### src/rtl/load_align_unit.sv
// Load alignment unit: fetches bus words, selects the addressed lanes and extends the result.
// Optional macro LOAD_ALIGN_MISALIGN_SPLIT_EN: service misaligned loads with one or two beats instead of faulting.
module load_align_unit #(
  parameter int DATA_W = 32,
  parameter int ADDR_W = 32
) (
  input  logic              clk,
  input  logic              reset,
  input  logic              req_valid,
  output logic              req_ready,
  input  logic [ADDR_W-1:0] req_addr,
  input  logic [2:0]        req_op,
  output logic              bus_req,
  output logic [ADDR_W-1:0] bus_addr,
  input  logic              bus_ack,
  input  logic [DATA_W-1:0] bus_rdata,
  output logic              resp_valid,
  input  logic              resp_ready,
  output logic [DATA_W-1:0] resp_data,
  output logic              resp_exc
);

  localparam int NB    = DATA_W / 8;
  localparam int OFF_W = $clog2(NB);

  // state | meaning
  // IDLE  | waiting for a load request
  // BEAT0 | reading the word holding the lowest addressed byte
  // BEAT1 | reading the following word (split access only)
  // RESP  | result held until the consumer takes it
  typedef enum logic [1:0] {IDLE, BEAT0, BEAT1, RESP} state_t;

  state_t            state_q, state_d;
  logic [ADDR_W-1:0] addr_q, addr_d;
  logic [2:0]        op_q, op_d;
  logic [DATA_W-1:0] lo_q, lo_d;
  logic [DATA_W-1:0] resp_data_q, resp_data_d;
  logic              resp_exc_q, resp_exc_d;

  logic [OFF_W-1:0]  req_off;
  logic [OFF_W-1:0]  cur_off;
  logic [ADDR_W-1:0] aligned_addr;

  // Access size in bytes; 32-bit ops collapse to a full word on a 32-bit bus.
  function automatic logic [4:0] op_bytes(input logic [2:0] op);
    logic [4:0] n;
    case (op)
      3'b001, 3'b010: n = 5'd1;
      3'b011, 3'b100: n = 5'd2;
      3'b101, 3'b110: n = (DATA_W == 64) ? 5'd4 : 5'(NB);
      default:        n = 5'(NB);
    endcase
    return n;
  endfunction

  function automatic logic op_signed(input logic [2:0] op);
    return (op == 3'b010) || (op == 3'b100) || ((op == 3'b110) && (DATA_W == 64));
  endfunction

  function automatic logic is_misaligned(input logic [2:0] op, input logic [OFF_W-1:0] off);
    logic [4:0] n;
    n = op_bytes(op);
    return (5'(off) & (n - 5'd1)) != 5'd0;
  endfunction

  function automatic logic spans_words(input logic [2:0] op, input logic [OFF_W-1:0] off);
    return (5'(off) + op_bytes(op)) > 5'(NB);
  endfunction

  // pair holds {next word, first word}; the addressed bytes start at lane 'off' of the first word.
  function automatic logic [DATA_W-1:0] extract(input logic [2*DATA_W-1:0] pair,
                                                input logic [OFF_W-1:0]    off,
                                                input logic [2:0]          op);
    logic [DATA_W-1:0] raw;
    logic [DATA_W-1:0] res;
    logic [4:0]        n;
    logic              sbit;
    raw = DATA_W'(pair >> {off, 3'b000});
    n   = op_bytes(op);
    case (n)
      5'd1:    sbit = raw[7];
      5'd2:    sbit = raw[15];
      5'd4:    sbit = raw[31];
      default: sbit = raw[DATA_W-1];
    endcase
    sbit = sbit & op_signed(op);
    for (int i = 0; i < DATA_W; i++) begin
      res[i] = (i < 8 * int'(n)) ? raw[i] : sbit;
    end
    return res;
  endfunction

  assign req_off      = req_addr[OFF_W-1:0];
  assign cur_off      = addr_q[OFF_W-1:0];
  assign aligned_addr = {addr_q[ADDR_W-1:OFF_W], {OFF_W{1'b0}}};

  always_comb begin
    state_d     = state_q;
    addr_d      = addr_q;
    op_d        = op_q;
    lo_d        = lo_q;
    resp_data_d = resp_data_q;
    resp_exc_d  = resp_exc_q;
    case (state_q)
      IDLE: begin
        if (req_valid) begin
          addr_d      = req_addr;
          op_d        = req_op;
          resp_data_d = '0;
          resp_exc_d  = 1'b0;
          state_d     = BEAT0;
`ifndef LOAD_ALIGN_MISALIGN_SPLIT_EN
          if (is_misaligned(req_op, req_off)) begin
            resp_exc_d = 1'b1;
            state_d    = RESP;
          end
`endif
        end
      end
      BEAT0: begin
        if (bus_ack) begin
          resp_data_d = extract({{DATA_W{1'b0}}, bus_rdata}, cur_off, op_q);
          state_d     = RESP;
`ifdef LOAD_ALIGN_MISALIGN_SPLIT_EN
          if (spans_words(op_q, cur_off)) begin
            lo_d        = bus_rdata;
            resp_data_d = resp_data_q;
            state_d     = BEAT1;
          end
`endif
        end
      end
      BEAT1: begin
        if (bus_ack) begin
          resp_data_d = extract({bus_rdata, lo_q}, cur_off, op_q);
          state_d     = RESP;
        end
      end
      RESP: begin
        if (resp_ready) state_d = IDLE;
      end
      default: state_d = IDLE;
    endcase
  end

  always_ff @(posedge clk or posedge reset) begin
    if (reset) begin
      state_q     <= IDLE;
      addr_q      <= '0;
      op_q        <= '0;
      lo_q        <= '0;
      resp_data_q <= '0;
      resp_exc_q  <= 1'b0;
    end else begin
      state_q     <= state_d;
      addr_q      <= addr_d;
      op_q        <= op_d;
      lo_q        <= lo_d;
      resp_data_q <= resp_data_d;
      resp_exc_q  <= resp_exc_d;
    end
  end

  assign req_ready  = (state_q == IDLE);
  assign bus_req    = (state_q == BEAT0) || (state_q == BEAT1);
  assign bus_addr   = (state_q == BEAT0) ? aligned_addr :
                      (state_q == BEAT1) ? aligned_addr + ADDR_W'(NB) : '0;
  assign resp_valid = (state_q == RESP);
  assign resp_exc   = resp_exc_q;
  assign resp_data  = resp_exc_q ? '0 : resp_data_q;

endmodule

### config.mk
export PLATFORM = sky130hd
export DESIGN_NAME = load_align_unit
export DESIGN_NICKNAME = d
export VERILOG_FILES = /design/src/rtl/load_align_unit.sv
export SDC_FILE = /design/constraint.sdc
export NUM_CORES = 1
export LEC_CHECK = 0
export ABC_AREA = 1
export CAP_MARGIN = 20
export CORE_MARGIN = 2
export CORE_UTILIZATION = 50
export CTS_CLUSTER_DIAMETER = 80
export CTS_CLUSTER_SIZE = 12
export DETAILED_ROUTE_END_ITERATION = 7
export PLACE_DENSITY = 0.89
export SLEW_MARGIN = 20
export SYNTH_ARGS = -nofsm -noshare
export SYNTH_HDL_FRONTEND = slang
export SYNTH_SLANG_ARGS = --single-unit
### constraint.sdc
create_clock -name clk -period 2.55 [get_ports clk]
set_input_delay 0.3825 -clock clk [delete_from_list [all_inputs] [get_ports clk]]
set_output_delay 0.3825 -clock clk [all_outputs]
set_load 0.02 [all_outputs]
==> impl_results.md <==
* Status: finished with violations
* Failing checks: setup timing
* Reg clk slew, reported paths at ~60 ps
* Hold Crit Class: in2async
* Yosys top cell by area: dfrtp_1
* Max Used Layer: met4
* CTS tree: yes
* Initial antenna violation count at 0
* Vias/cell at between 5 and 6
* Slew HR at 65.3%
* Core Region at 11000 um^2
* First-pass GRT wire length at roughly 29000 um
* Total CTS buffers at 9
* Sequential share of the synthesized area at a little under a third
* CP endpoint kind: output pin
* Antenna Cells at 0
* Worst Path Required at roughly 2200 ps
* CP max-delay cell: dfrtp_1
* Ports at 140
* Chip Width at around 110 um
* Fin util at between 60% and 70%
* Vias in the first global route at 6324
* Startpoint types: flip-flop
* CP peak stage delay at approximately 390 ps
* Post-Route WL at around 18000 um
* Share of cells above drive strength 1 at approximately 11%
* Root Buffer: clkbuf_16
* Slew Viols, Final at 0
* Top-area cell type share of the netlist area at between 30% and 40%
* Synthesis-stage register bit count at 70
* DRT antenna net count at 0
* Row cnt at 38
* Die Ht at about 110 um
* Total GRT Usage at 28.3%
* Reg2Reg Depth at 13
* Average cell area after synthesis at a little under 6 um^2
* Routed WL per cell at 14.4 um
* WP depth at 10
* Hold_ws at between 400 and 500 ps
* Reg2reg end: resp_data_q[23]$_DFFE_PP0P_
* MaxCap Viol Count at 0
* Post-DP HPWL at 12800 um
* Worst path top cell family by delay: simple AND/OR/NAND/NOR gates
* Clk buf depth at 2
* Pin count of the biggest net entering global routing at 59
* Worst-Margin Slew at roughly 520 ps
* P_leak at roughly 3.7 nW
* Clock Latency Late Sink at 330 ps
* Setup violators final at 1
* Buf/Inv on CP at 3
* Overall Power at 9.68 mW
* Final worst slack at -134 ps
* Global route overflow at 0
* Min Clock Period, post-route at around 2700 ps
* Synth area leaders: dfrtp_1, nand2_1, o21ai_0
* Synth-to-layout area growth at 33.8%
* Synth unique cells at 38
* CTS sink cnt at 70
* CP Max Fanout at 4
* Seq. cell area at ~1800 um^2
* H-tree levels at 3
* Final period utilization at 105%
* Multi-input gate area at 3400 um^2
* First-pass detailed-route iteration total at 5
* Nets at ~1200
* Total power per unit cell area at 1270 nW/um^2
* PortBufs at approximately 140
* Inst Count DP at between 1000 and 1500
* Critical R2R Launch: op_q[1]$_DFFE_PP0P_
* Post-Syn Area at between 5000 and 6000 um^2
* Setup slack, reg-to-reg at roughly 270 ps
* Die area at approximately 12000 um^2
* RSZ-0062 raised after global routing: yes
* Max VDD drop at roughly 0.0012 V
* Synth Warn # at 0
* Layout filler cell count at about 940
* Routed wl met3 at ~1400 um
* Met1 wire length at ~7500 um
* F_max at between 300 and 400 MHz
* Met2 WL at 8140 um
* Drt drc at 0
* Gate Count Post-Synth at roughly 950
* Post-route clock skew at ~5.7 ps
* Final Hold Vio Count at 0
* Placer Congestion at 0.948
* Hold-fix buffers, CTS at 0
* Critical Path Start: state_q[0]$_DFFE_PP0P_
* Critical Path AT at roughly 2300 ps
* Cell Count, Final, Fillers Out at roughly 1200
* Routed vias at about 6700
* Cell Chain, Critical Path: ha_2 -> buf_4 -> nor2_2 -> nand2_2 -> nor2_4 -> nand2_1 -> nor3_1 -> o21ai_0 -> inv_1 -> clkdlybuf4s15_2
* Crit path kind: reg2out
* Initial Utilization at 51.8%
* Drt initial violations at approximately 620
## layout make-up
cell class	count	area share, %
Multi-Input combinational cell	735	44.7
Timing Repair Buffer	172	20.9
Sequential cell	70	23.0
Tap cell	140	2.30
Clock inverter	6	1.13
Inverter	100	4.96
Clock buffer	10	3.01
## layer usage
layer,global-route usage [%],vias to the layer above
met5,0,-
met4,14.1,0
met3,3.66,69
met2,45.9,373
met1,37.4,2987
li1,-,3289
## per-stage QoR
stage | setup TNS, ps | setup WS [ps] | instance area (um^2)
4_1_cts | -328 | -119 | 7580
3_3_place_gp | 0 | 17.3 | 7270
6_report | -134 | -134 | 7610
2_1_floorplan | 0 | 382 | 5690
3_5_place_dp | -110 | -36.5 | 7270
5_1_grt | -449 | -225 | 7610
## cell usage in the layout, fill, tap and decap left out, types with 4 or more instances in the layout
master,count
dlygate4sd2_1,6
clkbuf_2,13
nand2_1,355
buf_4,32
buf_2,4
clkdlybuf4s50_1,107
nand2_2,8
ha_1,7
nand3_2,4
nor3_1,12
nand2_4,5
inv_1,91
nand3_1,51
clkbuf_16,9
o21ai_1,4
dfrtp_1,69
a21oi_1,51
nand4_1,11
o21ai_0,92
nor2_2,6
a31oi_1,5
inv_2,6
nor2_1,95
nor2_4,4
## cells by family (layout without fill, tap and decap cells)
| kind of cell | count (synthesis) | count (layout) | share of synthesized area (%) |
|---|---|---|---|
| simple gates | 558 | 558 | 40.9 |
| compound gates | 163 | 163 | 14.9 |
| buf+inv | 149 | 288 | 10.8 |
| flops | 70 | 70 | 30.8 |
| fa+ha+maj | 10 | 10 | 2.20 |
| xor+xnor | 2 | 2 | 0.308 |
| other cells | 1 | 2 | 0.0659 |
## what timing repair did
action                                  4_1_cts  5_1_grt
endpoints found under the setup margin       30       30
resized for setup                            60       52
buffers inserted                              2        2
pin swaps                                     0        3
## worst reg2reg max path: cells and delay by family, from the launching register on
kind            cells  cell delay, ps
fa+ha+maj           1             440
flops               1             410
buf+inv             2             200
simple gates        9            1060
compound gates      1             110
## power breakdown
part | leakage [nW] | total (mW) | switching [mW] | internal, mW
clock | 0.152 | 1.34 | 0.484 | 0.854
combinational | 2.60 | 6.48 | 4.34 | 2.14
sequential | 0.903 | 1.86 | 0.359 | 1.50
## Yosys cell counts
cell type and count:
nand2_1 357, ha_1 10, nand4_1 11, nor3b_1 1, o211ai_1 1, a31oi_1 5, inv_2 5, conb_1 1
nand2_2 6, xnor2_1 1, inv_1 93, a22oi_1 2, nand3_2 3, o21ai_1 5, o21ai_2 1, buf_4 7
o31ai_1 1, clkbuf_1 23, nand3_1 53, nor3_4 1, nand3b_1 1, or2_0 1, clkinv_1 2, a21oi_1 52
nor3_1 13, buf_1 1, xor2_1 1, nand2_4 5, nor2_2 6, nor2_1 98, buf_6 1, dfrtp_1 70
o21ai_0 92, buf_2 17, nor2_4 1, a21o_1 2, o221ai_1 2, nor3_2 1
## worst max-delay path by stage
stage / end / slack, ps
3_3_place_gp: bus_addr[18] / 20
4_1_cts: bus_addr[3] / -120
6_report: bus_addr[19] / -130
3_5_place_dp: bus_addr[22] / -40
5_1_grt: bus_addr[19] / -230
2_1_floorplan: bus_addr[16] / 380
## state kept, by name (all words and copies together) (netlist names)
signal / flops
resp_data_q: 32
op_q: 3
resp_exc: 1
state_q: 2
addr_q: 32
(Power assumes the default switching activity.)
